## src/rtl/alu_control_dm.sv

```systemverilog
// alu_control_dm: main opcode/funct decoder, 32-bit ALU with zero flag and a
// word-organised data memory for the 5-stage MIPS pipeline.
// Decoder and ALU are purely combinational; only the memory is clocked.
// Optional build macro: DM_WRITE_FORWARD_EN -- when defined, a read and a write
// to the same word in the same cycle return the write data combinationally.
module alu_control_dm #(
  parameter int NMEM = 32
) (
  input  logic        clk,
  input  logic        rst_n,
  // decoder
  input  logic [5:0]  opcode,
  input  logic [5:0]  funct,
  output logic        regdst,
  output logic        branch_eq,
  output logic        branch_ne,
  output logic        memread,
  output logic        memwrite,
  output logic        memtoreg,
  output logic        regwrite,
  output logic        alusrc,
  output logic        jump,
  output logic [3:0]  aluctl,
  // ALU
  input  logic [3:0]  alu_op,
  input  logic [31:0] a,
  input  logic [31:0] b,
  output logic [31:0] out,
  output logic        zero,
  // data memory
  input  logic [31:0] addr,
  input  logic        rd,
  input  logic        wr,
  input  logic [31:0] wdata,
  output logic [31:0] rdata
);

  localparam int IW = $clog2(NMEM);

  logic [31:0]   memQ [NMEM];
  logic [IW-1:0] wordIdx;
  logic          unusedAddrBits;

  // Byte address selects a word; byte offset and high bits simply wrap.
  assign wordIdx        = addr[IW+1:2];
  assign unusedAddrBits = ^{addr[31:IW+2], addr[1:0]};

  // Main decoder: every control line defaults low so unknown encodings act as a NOP.
  always_comb begin
    regdst    = 1'b0;
    branch_eq = 1'b0;
    branch_ne = 1'b0;
    memread   = 1'b0;
    memwrite  = 1'b0;
    memtoreg  = 1'b0;
    regwrite  = 1'b0;
    alusrc    = 1'b0;
    jump      = 1'b0;
    aluctl    = 4'b0000;
    unique case (opcode)
      6'b000000: begin
        regdst   = 1'b1;
        regwrite = 1'b1;
        unique case (funct)
          6'b100000: aluctl = 4'b0010;
          6'b100010: aluctl = 4'b0110;
          6'b100100: aluctl = 4'b0000;
          6'b100101: aluctl = 4'b0001;
          6'b100111: aluctl = 4'b1100;
          6'b100110: aluctl = 4'b1101;
          6'b101010: aluctl = 4'b0111;
          default: begin
            regdst   = 1'b0;
            regwrite = 1'b0;
          end
        endcase
      end
      6'b100011: begin
        memread  = 1'b1;
        memtoreg = 1'b1;
        regwrite = 1'b1;
        alusrc   = 1'b1;
        aluctl   = 4'b0010;
      end
      6'b101011: begin
        memwrite = 1'b1;
        alusrc   = 1'b1;
        aluctl   = 4'b0010;
      end
      6'b000100: begin
        branch_eq = 1'b1;
        aluctl    = 4'b0110;
      end
      6'b000101: begin
        branch_ne = 1'b1;
        aluctl    = 4'b0110;
      end
      6'b001000: begin
        regwrite = 1'b1;
        alusrc   = 1'b1;
        aluctl   = 4'b0010;
      end
      6'b000010: jump = 1'b1;
      default: ;
    endcase
  end

  // ALU: add/sub wrap silently; undefined op codes yield zero.
  always_comb begin
    out = 32'h0;
    unique case (alu_op)
      4'b0000: out = a & b;
      4'b0001: out = a | b;
      4'b0010: out = a + b;
      4'b0110: out = a - b;
      4'b0111: out = {31'h0, $signed(a) < $signed(b)};
      4'b1100: out = ~(a | b);
      4'b1101: out = a ^ b;
      default: out = 32'h0;
    endcase
  end

  assign zero = (out == 32'h0);

  // Memory array: reset clears every word; otherwise write on the rising edge.
  always_ff @(posedge clk or negedge rst_n) begin
    if (!rst_n) begin
      for (int i = 0; i < NMEM; i++) memQ[i] <= 32'h0;
    end else if (wr) begin
      memQ[wordIdx] <= wdata;
    end
  end

  // Combinational read port, forced to zero when disabled or while in reset.
  always_comb begin
    rdata = 32'h0;
    if (rst_n && rd) begin
`ifdef DM_WRITE_FORWARD_EN
      rdata = wr ? wdata : memQ[wordIdx];
`else
      rdata = memQ[wordIdx];
`endif
    end
  end

endmodule

```

## config.mk

```make
export PLATFORM = sky130hd
export DESIGN_NAME = alu_control_dm
export DESIGN_NICKNAME = d
export VERILOG_FILES = /design/src/rtl/alu_control_dm.sv
export SDC_FILE = /design/constraint.sdc
export NUM_CORES = 2
export LEC_CHECK = 0
export ABC_AREA = 1
export BUFFER_PORTS_ARGS = -buffer_cell sky130_fd_sc_hd__buf_2
export CAP_MARGIN = 10
export CORE_UTILIZATION = 41
export CTS_BUF_LIST = sky130_fd_sc_hd__clkbuf_4
export DETAILED_ROUTE_END_ITERATION = 6
export GPL_TIMING_DRIVEN = 0
export PLACE_DENSITY_LB_ADDON = 0.15
export SYNTH_ARGS = -nofsm -noshare
export SYNTH_HDL_FRONTEND = slang
export SYNTH_SLANG_ARGS = --single-unit
```

## constraint.sdc

```tcl
create_clock -name clk -period 2.75 [get_ports clk]
set_input_delay 0.4125 -clock clk [delete_from_list [all_inputs] [get_ports clk]]
set_output_delay 0.4125 -clock clk [all_outputs]
set_load 0.05 [all_outputs]
```

* Word-level counts from Yosys, hierarchy flattened
Index checks and enable logic that the tools add are counted.
** Storage, ports and cells
- Register bits after elaboration :: 1024
- Bits of input ports :: 148
- Output and inout port bits :: 78
- Logic and storage cells :: 89
** Cells by class
- Add/subtract/negate cells :: 2
- Magnitude comparators :: 3
- Equality and inequality tests :: 19
- Muxes and demuxes :: 19
- Bitwise operators :: 5
- Reduce and logical (&&, ||, !) cells :: 9
** Operator list (count)
- $bwmux W1024 :: 1
- $pmux W32 S7 :: 1
- $bmux W32 S5 :: 1
- $demux W32 S5 :: 1
- $mux W32 :: 4
- $eq A6 B6 Y1 const B :: 9
- $add A32 B32 Y32 :: 1
- $and A32 B32 Y32 :: 1
- $logic_not A32 Y1 :: 1
- $lt A32 B32 Y1 :: 1
- $not A32 Y32 :: 1
- $or A32 B32 Y32 :: 1
- $sub A32 B32 Y32 :: 1
- $xor A32 B32 Y32 :: 1
- $pmux W4 S6 :: 1
- $eq A6 B3 Y1 const B :: 2
- $pmux W4 S3 :: 1
- $eq A4 B3 Y1 const B :: 2
- $eq A4 B4 Y1 const B :: 2
- $mux W1 :: 8
- $reduce_or A7 Y1 :: 1
- $eq A6 B2 Y1 const B :: 1
- $eq A6 B4 Y1 const B :: 1
- $ge A6 B6 Y1 const B :: 1
- 10 further kinds :: 12

* Logic depth before layout (Yosys ltp)
- Word-level depth :: 6
- Gate-level depth with buffers :: 20
- Mapped depth without buffers :: 20

* Least setup slack after synthesis
OpenSTA, ideal clock, no wires.
- Path type :: input -> output
- Start point :: in a[0]
- End point :: out zero
- Arrival :: 3131 ps
- Data required time :: 2338 ps
- Slack :: -793 ps
- Cell stages on the path :: 17
- Buffers on the path :: 0
- Path through :: inv_1 -> ha_1 -> inv_1 -> fa_1 -> nand2_1 -> nand2_2 -> nand3_1 -> nand2_1 -> nand2_1 -> nand4_1 -> nand3_1 -> nand3_1 -> nor2_1 -> nand3_1 -> nor2_1 -> nand3_1 -> nor2_1
** Between the ends
- Elaborated cells on any way between the ends :: 9
- Classes of those cells :: 2 x add/sub; 1 x order compare; 1 x mux; 4 x bitwise; 1 x reduce/logical
** RTL lines
- start: declaration :: RTL line 26 : input logic [31:0] a,
- $sub A32 B32 Y32 / $add A32 B32 Y32 (equally long branches) :: RTL line 115, 114
- $pmux W32 S7 * :: RTL line 111 : unique case (alu_op)
- net out[14] :: RTL line 28 : output logic [31:0] out,
- $logic_not A32 Y1 * :: RTL line 123 : assign zero = (out == 32'h0);
- end: declaration :: RTL line 29 : output logic zero,
The timed path passes the listed nets; every way through them passes the cells marked *.

* Final worst setup path
- Start point :: in addr[4]
- End point :: out rdata[3]
** Between the ends
- Word-level cells in the longest chain between the ends :: 5
** Ends and longest elaborated chain
- start: declaration :: RTL line 31 : input logic [31:0] addr,
- $not A5 Y6 (implied by the code) :: RTL line 141 : rdata = memQ[wordIdx];
- $bmux W32 S5 :: RTL line 141
- $mux W32 (implied by the code) (2 in a row) :: RTL line 141
- $mux W32 :: RTL line 137 : if (rst_n && rd) begin
- end: declaration :: RTL line 35 : output logic [31:0] rdata
No other way between the ends. The select of a mux whose other input is x is not followed.

==> flow_summary.toml <==
[run_status]
status = "finished, violations left"
violations = "hold timing, setup timing"

[routing]
wl_mm = 263.3
via_per_inst = 6.058
ant_nets = 0
drcViolationCount = 0
dr.pass1.iters = 6
drt-wirelength-per-cell_um = 30.87
drt_iter0_markers = 6555
dr_total_vias = 51670

[setup_path]
ff2ff_path_depth = 4
setup.worst_path.start_class = "input port"
slowest_stage = "clkdlybuf4s15_1"
path_cells = "buf_2, inv_2, nor3_4, buf_12, buf_4, clkdlybuf4s15_1, nand2_1, a41oi_4, buf_6"
critPathArrivalTime_ns = 3.03
rrSetupSlack_ns = 1.84
worstSetupPathType = "input port to output port"
worstPathRequired_ns = 2.34
r2r-end = "memQ[791]"
end_kind = "output port"
cp_num_buf_inv = 6
r2r_start = "memQ[791]"
cp_top_family = "buffers and inverters"
max_stage_delay_ns = 0.77
cp_max_fo = 10

[floorplan]
ios = 226
die_w_um = 351.9
num_rows = 128
fp.coreArea_mm2 = 0.1216
die_y_um = 351.9
die-area_mm2 = 0.1238
initial_core_util = 0.4129

[cells_and_area]
flow.area_growth_from_synthesis_pct = 30.12
final_cell_mix = "nand2_1 (1354), dfrtp_1 (1024), o21ai_0 (889)"
seq_area_mm2 = 0.02562
drive_above_1_share = 0.2837
num-nets-final = 6992
multi_input_area_mm2 = 0.02612
fill_cells = 11620
top_regs = "memQ: 1024 flops"
final_common_cell = "nand2_1"
top_register = "memQ"
fin_cells = 8529
largest_reg_flops = 1024

[place]
portBuffers = 195
dp_cells = 7883
gp_congestion = 1.030
dp_hpwl_mm = 186.8

[clocking]
root_buffer = "clkbuf_4"
clockBufferDepth = 4
cts_tree = "yes"
cts_buffers = 294
worstSkewPairLatency_ns = 1.27
clkTransAtPathRegs_ns = 0.06
cts.sinks = 1024
htree_num_levels = 5

[logic_synthesis]
ys_ff_latch = 1024
synthTopCellsByArea = "dfrtp_1 (51%), nand2_1 (12%), o21ai_0 (9.0%)"
synthFlopType = "dfrtp_1"
syn-num-nets = 6289
synth_cell_type_count = 47
synth-async-reset-ratio = 1.000
yosysTopAreaCell = "dfrtp_1"
avgSynthCellArea_um2 = 8.313
synth.top_cell.area_share = 0.5105
synth_edf_count = 0
syn_inst = 6038
yosysWarnings = 0
synth-seq-area-share = 0.5105
synth_area_mm2 = 0.05019

[global_route]
grt_use_total = 0.4185
grt_max_degree = 159
met1_usage = 0.5580
met3_usage = 0.1530
grt_use_met2 = 0.5702
first_global_vias = 48720
antenna_found_initial = 13
grt_pass1_wl_mm = 362.0
gr-total-overflow = 0
gr-max-usage-layer = "met2"

[sta]
finalSetupViolCount = 44
fin_ws_ns = -0.6967
max_slew.worst_pin.slew_ns = 1.365
finalClockSkew_ns = 0
period_needed_ns = 3.447
slew_violations = 0
holdWs_ns = -0.06341
rsz0062_at_grt = "true"
final_hold_viol_count = 48
relSlewSlack = 0.08974
fmax_ghz = 0.2901
fin_crit_sh = 1.253

[worst_hold_path]
min-delay-path-class = "input port to asynchronous set/reset pin"

[pwr]
leakage_nw = 30.22
ir_drop_mv = 0.4279
power.density_mw_per_mm2 = 665.3

[job]
maxCapViolCount = 0
[repair_timing]
item | CTS | global route
hold buffers | 41 | 16
buffers inserted | 70 | 63
resized for setup | 1143 | 621
hold endpoints to repair | 1403 | 508
gates cloned | 3 | 3
pin swaps | 295 | 290
setup endpoints to repair | 58 | 58
[synth_stat cells (8+ instances only)]
library cell / number
nand2_1: 1601
a22o_1: 13
a221oi_1: 20
a211oi_1: 28
nand3_1: 123
a2111oi_0: 26
a41oi_1: 8
o22ai_1: 14
nor3_1: 11
inv_1: 375
a22oi_1: 512
buf_4: 9
nand3b_1: 10
nor2_1: 341
o21ai_0: 900
buf_2: 87
a21oi_1: 294
o21ai_1: 28
dfrtp_1: 1024
ha_1: 101
a21boi_0: 33
inv_2: 11
a21o_1: 19
nand4_1: 23
clkbuf_1: 345
nor2_2: 8
buf_1: 15
[stage by stage]
stage	cell area (um^2)	setup WS, ns	utilization	power, mW	setup TNS [ns]
finish	65310	-0.6967	0.5373	43.45	-18.77
global route	65290	-0.7319	0.5371	45.34	-20.51
CTS	62210	-0.7123	0.5118	42.25	-19.74
detailed placement	53920	-2.334	0.4436	27.61	-243.68
global placement	53380	-22.02	0.4392	27.35	-
floorplan	50370	-0.1511	-	24.05	-0.1511
[cells by family (layout without fill, tap and decap cells)]
kind of cell	count (synthesis)	count (layout)	share of synthesized area
and+or+nand+nor	2150	2150	0.1699
AOI/OAI and AO/OA	1907	1907	0.2257
DFF	1024	1024	0.5105
buffers and inverters	851	1700	0.06745
adders and majority gates	103	103	0.02597
xor gates and xnor gates	3	3	0.0005236
other	0	17	0
[cell type report]
cell class / count / area share
Multi-Input combinational cell: 4163 / 0.4000
Tap cell: 1625 / 0.03113
Clock inverter: 29 / 0.002107
Inverter: 386 / 0.02410
Buffer: 456 / 0.03832
Antenna cell: 17 / 0.0006514
Clock buffer: 413 / 0.04747
Sequential cell: 1024 / 0.3924
Timing Repair Buffer: 416 / 0.06385
[worst reg2reg max path: stages (launching register included)]
cell and delay (ns):
dfrtp_1 0.39, buf_4 0.14, buf_4 0.12, nand2_1 0.05, o21ai_0 0.08
[metal layers]
metal	wire length (um)	share of wire	vias to the layer above
met5	149	0.00057	-
met4	18570	0.071	9
met3	33900	0.13	724
met2	106100	0.40	3120
met1	104600	0.40	25830
li1	-	-	21980
[report_power, final]
part           internal, mW  switching [mW]
Clock                  6.88            6.68
Combinational          3.62            6.46
Sequential             18.0            1.86
Total                  28.5            15.0
[worst max-delay path by stage]
| stage | start | to | slack (ns) | cells past startpoint |
|---|---|---|---|---|
| after floorplan | a[0] | zero | -0.15 | 19 |
| after global placement | rst_n | rdata[2] | -22.02 | 5 |
| after detailed placement | addr[4] | rdata[2] | -2.33 | 8 |
| after CTS | memQ[235] | rdata[11] | -0.71 | 8 |
| after global routing | memQ[291] | rdata[3] | -0.73 | 6 |
| final | addr[4] | rdata[3] | -0.70 | 9 |
Power figures use the tool's default switching activity.
